**config.mk**
```make
export PLATFORM = sky130hd
export DESIGN_NAME = mips_muldiv_unit_flat
export DESIGN_NICKNAME = d
export VERILOG_FILES = /design/src/rtl/mips_muldiv_pkg.sv /design/src/rtl/mips_muldiv_unit_if.sv /design/src/rtl/mips_muldiv_unit_divstep.sv /design/src/rtl/mips_muldiv_unit.sv /design/src/flat_wrapper.sv
export SDC_FILE = /design/constraint.sdc
export NUM_CORES = 1
export LEC_CHECK = 0
export ABC_AREA = 1
export CAP_MARGIN = 10
export CORE_UTILIZATION = 35
export DETAILED_ROUTE_END_ITERATION = 8
export SLEW_MARGIN = 20
export SYNTH_ARGS = -nofsm -noshare
export SYNTH_HDL_FRONTEND = slang
export SYNTH_SLANG_ARGS = --single-unit
```
**constraint.sdc**
```tcl
create_clock -name clk -period 7.9 [get_ports clk]
set_input_delay 1.58 -clock clk [delete_from_list [all_inputs] [get_ports clk]]
set_output_delay 1.58 -clock clk [all_outputs]
set_load 0.01 [all_outputs]
```
**src/rtl/mips_muldiv_pkg.sv**
```systemverilog
// Shared types for the iterative HI/LO multiply/divide unit.
// Op encoding matches the core's funct decode.
package mips_muldiv_pkg;

  typedef enum logic [2:0] {
    MULT  = 3'd0,
    MULTU = 3'd1,
    DIV   = 3'd2,
    DIVU  = 3'd3,
    MTHI  = 3'd4,
    MTLO  = 3'd5
  } muldiv_op_t;

  typedef enum logic [1:0] {
    IDLE,
    RUN,
    FIX
  } muldiv_state_t;

  function automatic logic is_signed(muldiv_op_t op);
    return (op == MULT) || (op == DIV);
  endfunction

  function automatic logic is_muldiv(muldiv_op_t op);
    return (op == MULT) || (op == MULTU) || (op == DIV) || (op == DIVU);
  endfunction

endpackage

```
**src/rtl/mips_muldiv_unit_if.sv**
```systemverilog
// Command/result bundle between the core (master) and the muldiv unit (slave).
interface mips_muldiv_unit_if #(parameter int WIDTH = 32);
  import mips_muldiv_pkg::*;

  logic             start;
  muldiv_op_t       op;
  logic [WIDTH-1:0] op_a;
  logic [WIDTH-1:0] op_b;
  logic             busy;
  logic             done;
  logic [WIDTH-1:0] hi;
  logic [WIDTH-1:0] lo;

  modport master (output start, op, op_a, op_b, input busy, done, hi, lo);
  modport slave  (input start, op, op_a, op_b, output busy, done, hi, lo);

endinterface

```
**src/rtl/mips_muldiv_unit_divstep.sv**
```systemverilog
// One restoring-division step: shift the next dividend bit into the partial
// remainder, subtract the divisor if it fits, and shift the quotient bit in.
module mips_divstep #(
  parameter int WIDTH = 32
) (
  input  logic [WIDTH-1:0] rem_in,
  input  logic [WIDTH-1:0] quo_in,
  input  logic [WIDTH-1:0] divisor,
  output logic [WIDTH-1:0] rem_out,
  output logic [WIDTH-1:0] quo_out
);

  logic [WIDTH:0] shifted;
  logic [WIDTH:0] diff;

  // The remainder stays below the divisor, so the top diff bit is a clean borrow flag.
  always_comb begin
    shifted = {rem_in, quo_in[WIDTH-1]};
    diff    = shifted - {1'b0, divisor};
    if (diff[WIDTH]) begin
      rem_out = shifted[WIDTH-1:0];
      quo_out = {quo_in[WIDTH-2:0], 1'b0};
    end else begin
      rem_out = diff[WIDTH-1:0];
      quo_out = {quo_in[WIDTH-2:0], 1'b1};
    end
  end

endmodule

```
**src/rtl/mips_muldiv_unit.sv**
```systemverilog
// Iterative MULT/MULTU/DIV/DIVU unit owning HI/LO, with single-cycle MTHI/MTLO.
// Works on magnitudes during RUN and applies signs once in FIX.
module mips_muldiv_unit
  import mips_muldiv_pkg::*;
#(
  parameter int WIDTH     = 32,
  parameter int STEP_BITS = 1
) (
  input  logic               clk,
  input  logic               reset,
  input  logic               clk_enable,
  mips_muldiv_unit_if.slave  bus
);

  localparam int N  = WIDTH / STEP_BITS;
  localparam int CW = $clog2(N + 1);

  if (((WIDTH % STEP_BITS) != 0) ||
      !((STEP_BITS == 1) || (STEP_BITS == 2) || (STEP_BITS == 4))) begin : g_bad_cfg
    $error("mips_muldiv_unit: STEP_BITS must be 1, 2 or 4 and divide WIDTH");
  end

  muldiv_state_t    state_q, state_d;
  logic [CW-1:0]    cnt_q, cnt_d;
  logic             busy_q, busy_d;
  logic             done_q, done_d;
  logic [WIDTH-1:0] hi_q, hi_d;
  logic [WIDTH-1:0] lo_q, lo_d;
  logic [WIDTH-1:0] acc_hi_q, acc_hi_d;
  logic [WIDTH-1:0] acc_lo_q, acc_lo_d;
  logic [WIDTH-1:0] b_q, b_d;
  logic [WIDTH-1:0] raw_a_q, raw_a_d;
  logic             is_div_q, is_div_d;
  logic             neg_q, neg_d;
  logic             rem_neg_q, rem_neg_d;
  logic             div0_q, div0_d;

  logic             op_signed, a_neg, b_neg;
  logic [WIDTH-1:0] mul_hi, mul_lo;
  logic [WIDTH-1:0] div_rem, div_quo;
  logic [2*WIDTH-1:0] prod;

  assign op_signed = is_signed(bus.op);
  assign a_neg     = op_signed & bus.op_a[WIDTH-1];
  assign b_neg     = op_signed & bus.op_b[WIDTH-1];
  assign prod      = neg_q ? -{acc_hi_q, acc_lo_q} : {acc_hi_q, acc_lo_q};

  // Shift-add multiply: acc_lo holds the unconsumed multiplier bits, acc_hi the partial sum.
  always_comb begin
    logic [WIDTH:0]   sum;
    logic [WIDTH-1:0] mh, ml;
    mh  = acc_hi_q;
    ml  = acc_lo_q;
    sum = '0;
    for (int k = 0; k < STEP_BITS; k++) begin
      sum = {1'b0, mh} + (ml[0] ? {1'b0, b_q} : {(WIDTH+1){1'b0}});
      ml  = {sum[0], ml[WIDTH-1:1]};
      mh  = sum[WIDTH:1];
    end
    mul_hi = mh;
    mul_lo = ml;
  end

  for (genvar k = 0; k < STEP_BITS; k++) begin : g_div
    logic [WIDTH-1:0] rem_i, quo_i, rem_o, quo_o;
    if (k == 0) begin : g_first
      assign rem_i = acc_hi_q;
      assign quo_i = acc_lo_q;
    end else begin : g_next
      assign rem_i = g_div[k-1].rem_o;
      assign quo_i = g_div[k-1].quo_o;
    end
    mips_divstep #(.WIDTH(WIDTH)) u_step (
      .rem_in  (rem_i),
      .quo_in  (quo_i),
      .divisor (b_q),
      .rem_out (rem_o),
      .quo_out (quo_o)
    );
  end

  assign div_rem = g_div[STEP_BITS-1].rem_o;
  assign div_quo = g_div[STEP_BITS-1].quo_o;

  always_comb begin
    state_d   = state_q;
    cnt_d     = cnt_q;
    busy_d    = busy_q;
    done_d    = 1'b0;
    hi_d      = hi_q;
    lo_d      = lo_q;
    acc_hi_d  = acc_hi_q;
    acc_lo_d  = acc_lo_q;
    b_d       = b_q;
    raw_a_d   = raw_a_q;
    is_div_d  = is_div_q;
    neg_d     = neg_q;
    rem_neg_d = rem_neg_q;
    div0_d    = div0_q;
    case (state_q)
      IDLE: begin
        if (bus.start) begin
          if (is_muldiv(bus.op)) begin
            state_d   = RUN;
            busy_d    = 1'b1;
            cnt_d     = '0;
            acc_hi_d  = '0;
            acc_lo_d  = a_neg ? -bus.op_a : bus.op_a;
            b_d       = b_neg ? -bus.op_b : bus.op_b;
            raw_a_d   = bus.op_a;
            is_div_d  = (bus.op == DIV) || (bus.op == DIVU);
            neg_d     = a_neg ^ b_neg;
            rem_neg_d = a_neg;
            div0_d    = (bus.op_b == '0);
          end else if (bus.op == MTHI) begin
            hi_d = bus.op_a;
          end else if (bus.op == MTLO) begin
            lo_d = bus.op_a;
          end
        end
      end
      RUN: begin
        acc_hi_d = is_div_q ? div_rem : mul_hi;
        acc_lo_d = is_div_q ? div_quo : mul_lo;
        cnt_d    = cnt_q + 1'b1;
        if (cnt_q == CW'(N - 1)) begin
          state_d = FIX;
        end
      end
      FIX: begin
        state_d = IDLE;
        busy_d  = 1'b0;
        done_d  = 1'b1;
        if (!is_div_q) begin
          hi_d = prod[2*WIDTH-1:WIDTH];
          lo_d = prod[WIDTH-1:0];
        end else if (div0_q) begin
          hi_d = raw_a_q;
          lo_d = '1;
        end else begin
          hi_d = rem_neg_q ? -acc_hi_q : acc_hi_q;
          lo_d = neg_q ? -acc_lo_q : acc_lo_q;
        end
      end
      default: state_d = IDLE;
    endcase
  end

  // The core's enable also gates reset, so a stalled core keeps even a pending reset off.
  always_ff @(posedge clk) begin
    if (clk_enable) begin
      if (reset) begin
        state_q   <= IDLE;
        cnt_q     <= '0;
        busy_q    <= 1'b0;
        done_q    <= 1'b0;
        hi_q      <= '0;
        lo_q      <= '0;
        acc_hi_q  <= '0;
        acc_lo_q  <= '0;
        b_q       <= '0;
        raw_a_q   <= '0;
        is_div_q  <= 1'b0;
        neg_q     <= 1'b0;
        rem_neg_q <= 1'b0;
        div0_q    <= 1'b0;
      end else begin
        state_q   <= state_d;
        cnt_q     <= cnt_d;
        busy_q    <= busy_d;
        done_q    <= done_d;
        hi_q      <= hi_d;
        lo_q      <= lo_d;
        acc_hi_q  <= acc_hi_d;
        acc_lo_q  <= acc_lo_d;
        b_q       <= b_d;
        raw_a_q   <= raw_a_d;
        is_div_q  <= is_div_d;
        neg_q     <= neg_d;
        rem_neg_q <= rem_neg_d;
        div0_q    <= div0_d;
      end
    end
  end

  assign bus.busy = busy_q;
  assign bus.done = done_q;
  assign bus.hi   = hi_q;
  assign bus.lo   = lo_q;

endmodule

```
**src/flat_wrapper.sv**
```systemverilog
// flat-port wrapper written by rule: the top's interface ports become plain ports
module mips_muldiv_unit_flat import mips_muldiv_pkg::*;
#(
  parameter int WIDTH     = 32,
  parameter int STEP_BITS = 1
)
  (clk, reset, clk_enable, bus_start, bus_op, bus_op_a, bus_op_b, bus_busy, bus_done, bus_hi, bus_lo);
  mips_muldiv_unit_if #(.WIDTH(WIDTH)) bus_i ();
  input  logic clk;
  input  logic reset;
  input  logic clk_enable;
  input wire logic [$bits(bus_i.start)-1:0] bus_start;
  input wire logic [$bits(bus_i.op)-1:0] bus_op;
  input wire logic [$bits(bus_i.op_a)-1:0] bus_op_a;
  input wire logic [$bits(bus_i.op_b)-1:0] bus_op_b;
  output wire logic [$bits(bus_i.busy)-1:0] bus_busy;
  output wire logic [$bits(bus_i.done)-1:0] bus_done;
  output wire logic [$bits(bus_i.hi)-1:0] bus_hi;
  output wire logic [$bits(bus_i.lo)-1:0] bus_lo;
  assign bus_i.start = bus_start;
  assign bus_i.op = bus_op;
  assign bus_i.op_a = bus_op_a;
  assign bus_i.op_b = bus_op_b;
  assign bus_busy = bus_i.busy;
  assign bus_done = bus_i.done;
  assign bus_hi = bus_i.hi;
  assign bus_lo = bus_i.lo;
  mips_muldiv_unit #(.WIDTH(WIDTH), .STEP_BITS(STEP_BITS)) u_core (.clk(clk), .reset(reset), .clk_enable(clk_enable), .bus(bus_i));
endmodule
```
# Yosys cells after proc, flatten, opt, wreduce, memory -nomap -nowiden
# Cells that the tools add are included.
# W data, S select, Z words.
# word_totals
inputBits	71
out_inout_bits	66
register_bits	206
word_cells	117
# op_classes
mux	58
reduce_logical	19
bitwise	3
n_eq_ne	15
addsub	8
# ops
cell	count
$mux W32	29
$pmux W32 S2	4
$neg A32 Y32	4
$mux W64	1
$neg A64 Y64	1
$add A32 B33 Y33	1
$sub A33 B32 Y33	1
$logic_not A32 Y1	1
$mux W1	16
$reduce_and A4 Y1	4
$mux W6	2
$ne A3 B2 Y1 const B	4
$pmux W6 S2	1
$ne A3 B3 Y1 const B	3
$add A6 B1 Y6 const B	1
$eq A3 B2 Y1 const B	2
$eq A3 B3 Y1 const B	2
$eq A6 B5 Y1 const B	1
$mux W2	3
$reduce_and A6 Y1	1
$reduce_bool A2 Y1	3
$reduce_bool A3 Y1	2
$logic_or A1 B1 Y1	5
$reduce_and A5 Y1	1
other kinds (9)	10

# Longest topological paths before layout
# Gate-level depths: netlist of run 1.
# logic_depth
ltp_word	7
ltp_mapped	19
depth_no_buf	19

# Modules after synthesis
# From an unflattened synthesis of run 1, not the netlist that was laid out.
# hier_totals
cells_unflattened	3153
hier_area_um2	19860.3
# modules_own_cells
mod	area_per_inst_um2	seq_area_each_um2	n_inst	cells_per_inst
mips_muldiv_unit	16477.1	6185.9	1	2442
mips_divstep	3383.2	0.0	1	711

# Worst setup path after synthesis of run 1
# No wires, ideal clock.
# synth_path
kind	input port to flip-flop
start	input port reset
end	register u_core.acc_hi_q[0], enable pin
path_stages	5
required_ns	7.379
t_arrival_ns	5.601
path_slack_ns	1.778
n_path_buf	1
setup_time_ns	0.521
cell_sequence	clkbuf_1 -> nor2_1 -> a21oi_1 -> o21ai_0 -> a21oi_1
# synth_via
elab_chain_cells	2
# synth_lines
element	line	rtl
from (decl)	flat_wrapper.sv:10	input logic reset;
$ne A3 B2 Y1 (no source line), or another cell as far along	n/a	
$reduce_and A4 Y1 (no source line) *	n/a	
to (signal assigned)	mips_muldiv_unit.sv:174	acc_hi_q <= acc_hi_d;
to (decl)	mips_muldiv_unit.sv:29	logic [WIDTH-1:0] acc_hi_q, acc_hi_d;
# Mark *: on every way between the ends. The rest lies on a longest branch, timed or not.
# A chain may end at the register's enable or synchronous reset.

==> impl_metrics.csv, run 1 <==
group,metric,value,unit
final_layout,n_antenna_cell,0,
final_layout,syn2layout_area_growth,15.3,%
final_layout,drive_gt1_share,3.15,%
critical_path,cp_max_fo,75,
synthesis,syn-cell-area,18600,sq um
sta,fmax,234,MHz
worst_hold_path,hold_end,"u_core.cnt_q[0]",
global_routing,grt_pass1_vias,18793,
clock_network,cts_buffers,25,
floorplanning,fp.coreArea,52600,sq um
sta,finalHoldViolations,0,
synthesis,synthFlopType,"edfxtp_1",
drt,ant_nets,0,
sta,fin_crit_sh,54.2,%
clock_network,clock_latency,0.57,ns
synthesis,syn_nets,3039,
drt,drc,0,
critical_path,path_cells,"buf_2 -> buf_4 -> inv_1 -> nand2_1 -> buf_4 -> inv_1 -> buf_4 -> o21ai_0 -> o21ai_0",
critical_path,start_kind,"input port",
synthesis,synth.top_cell.area_share,33.2,%
critical_path,crit_top_cell,"buf_4",
floorplanning,io_pins,137,
sta,relSlewSlack,34.4,%
synthesis,ys_seq_area_share,33.2,%
drt,drt_iter0_drc,2585,
sta,setup_violations,0,
place,dp_hpwl,63.3,mm
sta,hold_ws,0.599,ns
clock_network,cts_tree,"built",
place,port_buffers,136,
clock_network,clock-sinks,206,
drt,vias_per_cell,5.48,
synthesis,synthCells,2897,
pwr,power.internal,2.25,mW
synthesis,yosysTopAreaCell,"edfxtp_1",
drt,wl,79.3,mm
pwr,p_leak,9.88,nW
pwr,clkPwrFrac,31.0,%
worst_hold_path,hold_start,"u_core.cnt_q[0]",
floorplanning,rows,84,
drt,num_vias,20292,
floorplanning,dieArea,54100,sq um
clock_network,cts_setup_buffers,0,
critical_path,cp.arrival,4.57,ns
pwr,vdd_drop_max,138,uV
sta,rsz0062_at_grt,"false",
synthesis,yosys.cell_types.count,45,
pwr,p_sw_share,36.3,%
critical_path,r2r_cells,18,
critical_path,r2r-start,"u_core.acc_lo_q[31]",
drt,wire_per_inst,21.4,um
floorplanning,initial_utilization,35.4,%
pwr,p_per_area,164,nW/um^2
clock_network,htree_num_levels,1,
global_routing,overflow,0,
place,gp_congestion,1.04,
status,status,"finished, final reports clean",
synthesis,yosys-top-cells-area,"edfxtp_1 (33%), nand2_1 (16%), inv_1 (8.6%)",
clock_network,clockBufferDepth,3,
critical_path,end_kind,"register",
synthesis,synth_edf_count,206,
sta,fin_skew,0.0355,ns
critical_path,ff2ff_setup_slack,3.82,ns
global_routing,grt_usage,29.0,%
floorplanning,die_h,233,um
floorplanning,die_x,233,um
critical_path,cpPeakStageDelay,0.70,ns
critical_path,regToRegEndpoint,"u_core.acc_hi_q[2]",
sta,worstMarginPinSlew,0.983,ns
clock_network,post_cts_resized,0,
flow_run,cap_viol_max_count,0,
sta,fin_crit,4.28,ns
final_layout,fin_nets,3137,
clock_network,cts_root_buf,"clkbuf_16",
sta,tns,0,ns
synthesis,async_flop_share,0,%
global_routing,grt_pass1_wl,117,mm
synthesis,synth-seq-cells,206,
clock_network,hold_buffers,0,
drt,dr.pass1.iters,8,
sta,final-max-slew-violation-count,0,
pwr,switchingPower,1.28,mW
pwr,comb_power_share,29.4,%
pwr,sequentialPowerShare,39.6,%
global_routing,grt_max_degree,76,
synthesis,ys.warnings.count,0,
critical_path,worstSetupPathType,"input port to register",
synthesis,avgSynthCellArea,6.43,sq um
clock_network,path_clk_slew,0.06,ns
critical_path,worstPathRequired,8.19,ns
worst_hold_path,min_delay_path_depth,1,
critical_path,crit_path_top_delay_cell,"inv_1",
worst_hold_path,hp-class,"register to register",
global_routing,antenna_found_initial,2,
-- routing by layer --
| metal | GRT usage, % | vias to the layer above | part of all wire (%) |
|---|---|---|---|
| li1 | - | 9754 | - |
| met1 | 44.1 | 9487 | 47 |
| met2 | 41.5 | 968 | 40 |
| met3 | 5.60 | 81 | 11 |
| met4 | 6.47 | 2 | 1.9 |
| met5 | 0 | - | 0.010 |
-- synthesized netlist by cell type (3+ instances only) --
cell	instances
o21ai_0	246
a21oi_1	265
inv_2	3
o22ai_1	5
nand4_1	40
nand3b_1	9
xnor2_1	5
clkinv_1	5
ha_1	69
clkbuf_1	62
nand3_1	251
a21o_1	9
nor2_1	308
buf_2	6
nor2_2	9
edfxtp_1	206
and3_1	3
o21a_1	6
buf_6	3
nor4_1	8
or2_2	5
o21bai_1	5
buf_1	15
a31oi_1	5
and2_1	7
xor2_1	30
o211ai_1	16
nand2_1	808
o21ai_1	9
inv_1	425
nor3_1	27
nand2_2	6
-- worst max-delay path: cells and delay by family --
family | cells | cell delay [ns]
buffers and inverters | 6 | 2.49
AOI/OAI and AO/OA | 2 | 0.23
and+or+nand+nor | 1 | 0.22
-- cell families (layout without fill, tap and decap cells) --
family | count (synthesis) | count (layout) | share of synthesized area, %
simple gates | 1489 | 1489 | 33.4
compound gates | 577 | 577 | 16.3
buf+inv | 519 | 636 | 10.6
flops | 206 | 206 | 33.2
fa+ha+maj | 71 | 71 | 4.85
xor+xnor | 35 | 35 | 1.65
-- area by class of cell --
class                   instances  area (sq um)
inverters                     433          1630
repair buffers                157          1550
flip-flops and latches        206          6190
well taps                     688           861
clock buffers                  28           637
multi-input cells            2172         10500
clock inverters                18           120
fillers                      5688         31100
-- cells in the final DEF (no fill, tap or decap), types with 3 or more instances in the layout --
cell type,instances
a21oi_1,262
buf_4,19
clkinvlp_4,3
nor4_1,8
clkbuf_1,3
nand3b_1,9
nand2_2,6
nand4_1,40
nor3_1,27
o21ai_1,10
nand3_1,251
edfxtp_1,206
nor2_1,306
o21ai_0,245
inv_1,422
o21a_1,6
inv_2,4
o22ai_1,5
ha_1,69
or2_2,5
clkbuf_16,25
a31oi_1,5
a21o_1,9
clkdlybuf4s50_1,135
a21oi_4,3
and2_1,7
nor2_2,10
and3_1,3
xor2_1,30
clkinv_1,15
o21bai_1,5
o211ai_1,16
xnor2_1,5
clkinv_2,4
nand2_1,808
-- state kept, by name, summed over array words and instances (netlist names), 2 cells and up --
signal,count
u_core.acc_hi_q,32
u_core.cnt_q,6
u_core.state_q,2
u_core.bus.lo,32
u_core.raw_a_q,32
u_core.b_q,32
u_core.acc_lo_q,32
u_core.bus.hi,32
-- worst max path at each step --
stage	start	end	slack (ns)
after floorplan	reset	u_core.acc_hi_q[0]	1.78
after global placement	reset	u_core.raw_a_q[0]	2.91
after detailed placement	reset	u_core.raw_a_q[2]	2.88
after CTS	reset	u_core.raw_a_q[31]	3.46
after global routing	reset	u_core.bus.lo[3]	3.31
final	reset	u_core.bus.lo[0]	3.62
-- power groups by stage --
stage	clock network [mW]	registers [mW]	logic, mW
after floorplan	0	1.38	0.630
after global placement	0	1.42	1.01
after detailed placement	0	1.42	1.01
after CTS	1.11	1.39	1.02
after global routing	1.15	1.40	1.15
final	1.09	1.40	1.04
-- metrics by stage --
stage                     setup WS (ns)  power, mW  instance area [sq um]  utilization [%]  std cells
after floorplan                    1.78       2.01                  18600                -       2897
after global placement             2.91       2.42                  20700             39.3       3654
after detailed placement           2.88       2.43                  20700             39.3       3654
after CTS                          3.46       3.52                  21400             40.8       3700
after global routing               3.31       3.70                  21500             40.9       3702
final                              3.62       3.53                  21500             40.9       3702
(Power assumes the default switching activity.)
==> run 2, diff against run 1 <==
Clock period 7.9 ns to 3.8 ns, I/O delays scaled along.
==> impl_metrics.csv, run 2 (same netlist as run 1, synthesis figures left out) <==
group,metric,value,unit
clock_network,cts_root_buf,"clkbuf_16",
sta,fin_crit_sh,84.7,%
global_routing,grt_max_degree,93,
flow_run,cap_viol_max_count,0,
floorplanning,initial_utilization,35.4,%
final_layout,fill_cells,5677,
sta,fin_crit,3.22,ns
final_layout,seq_area,6190,sq um
final_layout,final_common_cell,"nand2_1",
critical_path,start_kind,"register",
global_routing,grt_pass1_wl,120,mm
critical_path,cp_max_fo,22,
floorplanning,dieArea,54100,sq um
drt,drt_iter0_drc,2440,
sta,tns,0,ns
place,gp_congestion,1.01,
place,dp.cells,3694,
critical_path,regToRegEndpoint,"u_core.acc_hi_q[29]",
sta,setup_violations,0,
sta,rsz0062_at_grt,"false",
drt,wire_per_inst,21.9,um
floorplanning,die_h,233,um
clock_network,post_cts_resized,0,
clock_network,cts_buffers,26,
floorplanning,die_x,233,um
critical_path,worstSetupPathType,"register to register",
critical_path,r2r-start,"u_core.acc_lo_q[0]",
critical_path,crit_path_end,"u_core.acc_hi_q[29]",
place,dp_hpwl,65.4,mm
place,port_buffers,136,
critical_path,startpoint,"u_core.acc_lo_q[0]",
clock_network,clock-sinks,206,
pwr,finalPower,7.89,mW
sta,finalHoldViolations,0,
clock_network,hold_buffers,0,
global_routing,grt_usage,29.7,%
final_layout,stdcell_count,3741,
sta,final-max-slew-violation-count,0,
critical_path,worstPathRequired,4.09,ns
worst_hold_path,hp-class,"register to register",
global_routing,overflow,0,
final_layout,fin_nets,3176,
drt,wl,82.0,mm
sta,fmax,311,MHz
global_routing,antenna_found_initial,2,
pwr,p_per_area,360,nW/um^2
sta,worstMarginPinSlew,0.914,ns
drt,ant_nets,0,
status,status,"finished, final reports clean",
floorplanning,fp.coreArea,52600,sq um
global_routing,grt_pass1_vias,19183,
drt,vias_per_cell,5.55,
drt,drc,0,
floorplanning,rows,84,
clock_network,cts_setup_buffers,0,
final_layout,final_cell_mix,"nand2_1 (808), inv_1 (423), nor2_1 (306)",
sta,relSlewSlack,39.1,%
final_layout,syn2layout_area_growth,17.9,%
clock_network,htree_num_levels,1,
clock_network,path_clk_slew,0.06,ns
clock_network,clockBufferDepth,3,
final_layout,post-route-util,41.8,%
sta,fin_skew,0.0304,ns
critical_path,ff2ff_setup_slack,0.58,ns
floorplanning,io_pins,137,
final_layout,multi_input_area,10500,sq um
critical_path,r2r_cells,14,
pwr,p_leak,10.2,nW
critical_path,end_kind,"register",
pwr,vdd_drop_max,296,uV
final_layout,drive_gt1_share,4.55,%
clock_network,cts_tree,"built",
drt,dr.pass1.iters,6,
sta,hold_ws,0.606,ns
critical_path,cp.arrival,3.50,ns
clock_network,clock_latency,0.58,ns
drt,num_vias,20757,
-- run 2: cell count changes in the layout (fill, tap and decap cells not counted), sizes merged --
cell and change:
buf +38, bufinv +5, clkinv -6, diode +1, inv +1
-- run 2: where the power goes --
part           leakage (nW)  switching (mW)  internal [mW]
combinational          7.70            1.53          0.729
clock                 0.441            1.10           1.66
sequential             2.01           0.170           2.71
-- run 2: worst min path at each step --
stage	slack (ns)	cells after the start	to	startpoint
after floorplan	0.56	1	u_core.cnt_q[0]	u_core.cnt_q[0]
after global placement	0.58	2	u_core.cnt_q[3]	u_core.cnt_q[3]
after detailed placement	0.59	2	u_core.cnt_q[3]	u_core.cnt_q[3]
after CTS	0.60	2	u_core.b_q[30]	reset
after global routing	0.64	2	u_core.b_q[30]	reset
final	0.61	2	u_core.cnt_q[3]	u_core.cnt_q[3]
-- run 2: cell type report --
| cell class | instances | share of cell area [%] |
|---|---|---|
| Inverter | 433 | 7.40 |
| Timing Repair Buffer | 195 | 8.48 |
| Clock inverter | 18 | 1.21 |
| Antenna cell | 1 | 0.0114 |
| Tap cell | 688 | 3.92 |
| Multi-Input combinational cell | 2172 | 47.8 |
| Sequential cell | 206 | 28.2 |
| Clock buffer | 28 | 3.00 |
-- run 2: metal layers --
metal	wire length [um]	up-vias	part of all wire, %	global-route usage [%]
met5	13	-	0.016	0
met4	1910	2	2.3	6.99
met3	9040	128	11	5.81
met2	33700	1158	41	43.5
met1	37400	9632	46	44.3
li1	-	9837	-	-
-- run 2: worst max-delay path, cell delays in order, from the launching register on --
cell,delay (ns)
edfxtp_1,0.73
nand2_1,0.18
inv_1,0.05
ha_1,0.37
nand2_1,0.11
inv_1,0.06
nand2_1,0.13
inv_1,0.12
nand2_1,0.05
o21ai_0,0.59
nand2_1,0.24
nand2_1,0.11
nand2_1,0.05
nand3_1,0.07
a21oi_1,0.07
-- run 2: through the flow --
| stage | instance area, sq um | setup WS [ns] |
|---|---|---|
| 3_3_place_gp | 21000 | 0.506 |
| 2_1_floorplan | 18600 | 0.0627 |
| 6_report | 22000 | 0.582 |
| 3_5_place_dp | 21000 | 0.494 |
| 5_1_grt | 22000 | 0.241 |
| 4_1_cts | 22000 | 0.638 |
==> RTL edit (flow settings as in run 2) <==
`WIDTH` is set to 32 in 4 places; all go to 16.
--- a/src/rtl/mips_muldiv_unit_if.sv
+++ b/src/rtl/mips_muldiv_unit_if.sv
@@ -1,5 +1,5 @@
 // Command/result bundle between the core (master) and the muldiv unit (slave).
-interface mips_muldiv_unit_if #(parameter int WIDTH = 32);
+interface mips_muldiv_unit_if #(parameter int WIDTH = 16);
   import mips_muldiv_pkg::*;
 
   logic             start;
--- a/src/rtl/mips_muldiv_unit_divstep.sv
+++ b/src/rtl/mips_muldiv_unit_divstep.sv
@@ -1,7 +1,7 @@
 // One restoring-division step: shift the next dividend bit into the partial
 // remainder, subtract the divisor if it fits, and shift the quotient bit in.
 module mips_divstep #(
-  parameter int WIDTH = 32
+  parameter int WIDTH = 16
 ) (
   input  logic [WIDTH-1:0] rem_in,
   input  logic [WIDTH-1:0] quo_in,
--- a/src/rtl/mips_muldiv_unit.sv
+++ b/src/rtl/mips_muldiv_unit.sv
@@ -3,7 +3,7 @@
 module mips_muldiv_unit
   import mips_muldiv_pkg::*;
 #(
-  parameter int WIDTH     = 32,
+  parameter int WIDTH     = 16,
   parameter int STEP_BITS = 1
 ) (
   input  logic               clk,
--- a/src/flat_wrapper.sv
+++ b/src/flat_wrapper.sv
@@ -1,7 +1,7 @@
 // flat-port wrapper written by rule: the top's interface ports become plain ports
 module mips_muldiv_unit_flat import mips_muldiv_pkg::*;
 #(
-  parameter int WIDTH     = 32,
+  parameter int WIDTH     = 16,
   parameter int STEP_BITS = 1
 )
   (clk, reset, clk_enable, bus_start, bus_op, bus_op_a, bus_op_b, bus_busy, bus_done, bus_hi, bus_lo);
Interface: changed (resized bus_hi, bus_lo, bus_op_a and bus_op_b); port bits go from 137 to 73. The function was not compared with the original's and may differ.
==> RTL edit against run 2 <==
  * Final cell count decreased by 54%
  * Sequential cell count fell by 97
  * Setup slack better by 0.39 ns
  * Core utilization down 0.52 points
  * Routed wire length decreased by 64%
  * Count of clock-buffer cells in the layout decreased by 17
  * Total power is 57% lower
  * Critical path depth fell by 3
  * Die area shrank 51%
  * Synthesized area shrank 51%
  * Final area fell by 53%
  * Clock power decreased by 67%
  * Clock skew fell by 0.015 ns
==> RTL edit: results (changes against run 2) <==
[clocking]
htreeDepth = 3  ; +2
clk_pin_slew_ns = 0.08  ; +0.02 ns
cts.sinks = 109  ; -47%
cts_buffers = 9  ; -65%
worstSkewPairLatency_ns = 0.36  ; -0.22 ns
clockBufferDepth = 2  ; -1

[worst_setup_path]
path_max_fanout = 19  ; -14%
critPathMaxStageDelay_ns = 0.71  ; -0.02 ns
r2r_slack_ns = 0.97  ; +0.39 ns
crit_path_top_delay_cell = edfxtp_1
cp.arrival_ns = 2.91  ; -0.59 ns

[routing]
first_pass_iters = 5  ; -1
initialDrtViolationCount = 871  ; -64%
drt-met1-wl_mm = 13.8  ; -63%
top_layer = met4
routed_wirelength_mm = 29.8  ; -64%
wl_met2_mm = 13.4  ; -60%
met3WireLength_mm = 2.03  ; -78%

[timing]
final.setup_skew_ns = 0.0154  ; -0.0150 ns
finalCritPeriodShare = 0.744  ; -0.103
tightest_slew_ns = 0.782  ; -0.132 ns
hold_ws_ns = 0.616  ; +0.00984 ns

[yosys]
synth_area_leaders = edfxtp_1 (36%), nand2_1 (13%), inv_1 (7.8%), nand3_1 (7.2%), a21oi_1 (6.9%)
synth_enable_flop_cells = 109  ; -47%
syn_nets = 1397  ; -54%
synth_seq_area_share = 0.362  ; +0.0294
synthCells = 1318  ; -55%
synthTopCellsByCount = nand2_1 (311), inv_1 (188), nand3_1 (131), nor2_1 (130), a21oi_1 (124)

[layout]
antennaDiodeCount = 0  ; -1
fillers = 2749  ; -52%
finish.net_count = 1455  ; -54%
multi_input_gates = 975  ; -55%
final_cell_area_um2 = 10400  ; -53%
drive_gt1_frac = 0.0500  ; +0.00442
final_cells = 1711  ; -54%
clock_area_frac = 0.0265  ; -0.0156
inverters = 192  ; -56%
buffers = 89  ; -54%
multi_input_area_um2 = 4890  ; -53%
bufAreaShareNonClock = 0.0809  ; -0.00387
n_clock_buffer = 11  ; -61%
regArea_um2 = 3270  ; -47%

[grt]
grt_pass1_wl_mm = 46.5  ; -61%
antenna_found_initial = 0  ; -2
globalRouteTotalUtil = 0.229  ; -0.0687
grt_max_degree = 37  ; -60%
grt_pass1_vias = 8497  ; -56%

[power_and_ir_drop]
switching_share = 0.347  ; -0.00681
pg_seq_w = 0.00151  ; -48%
peakVddDrop_mv = 0.210  ; -29%
p_leak_nw = 4.76  ; -53%
total_power_w = 0.00340  ; -57%

[placement]
place_area_um2 = 10100  ; -52%
dp_hpwl_mm = 23.0  ; -65%
pre_cts_ws_ns = 0.891  ; +0.397 ns
portBuffers = 72  ; -47%
gp_congestion = 0.995  ; -2.0%

[status]
outcome = finished, final reports clean

[floorplan]
row_count = 58  ; -31%

-- RTL edit: path summary, 6_finish.rpt --
check                            to  cells past startpoint               start
setup / recovery  u_core.bus.hi[12]                     11  u_core.acc_lo_q[0]
setup reg to reg  u_core.bus.hi[12]                     11  u_core.acc_lo_q[0]
hold reg to reg     u_core.cnt_q[0]                      1     u_core.cnt_q[0]
hold / removal      u_core.cnt_q[0]                      1     u_core.cnt_q[0]
-- RTL edit: kinds of logic (layout without fill, tap and decap cells) --
family | after synthesis | after routing | share of synthesized area
flops | 109 | 109 | 0.362
fa+ha+maj | 40 | 40 | 0.0570
buf+inv | 234 | 297 | 0.100
compound gates | 276 | 276 | 0.161
simple gates | 648 | 648 | 0.309
xor+xnor | 11 | 11 | 0.0106
-- RTL edit: metal layers --
layer / vias up / global-route usage
li1: 4526 / -
met1: 4200 / 0.315
met2: 358 / 0.367
met3: 37 / 0.0313
met4: 0 / 0.0760
met5: - / 0
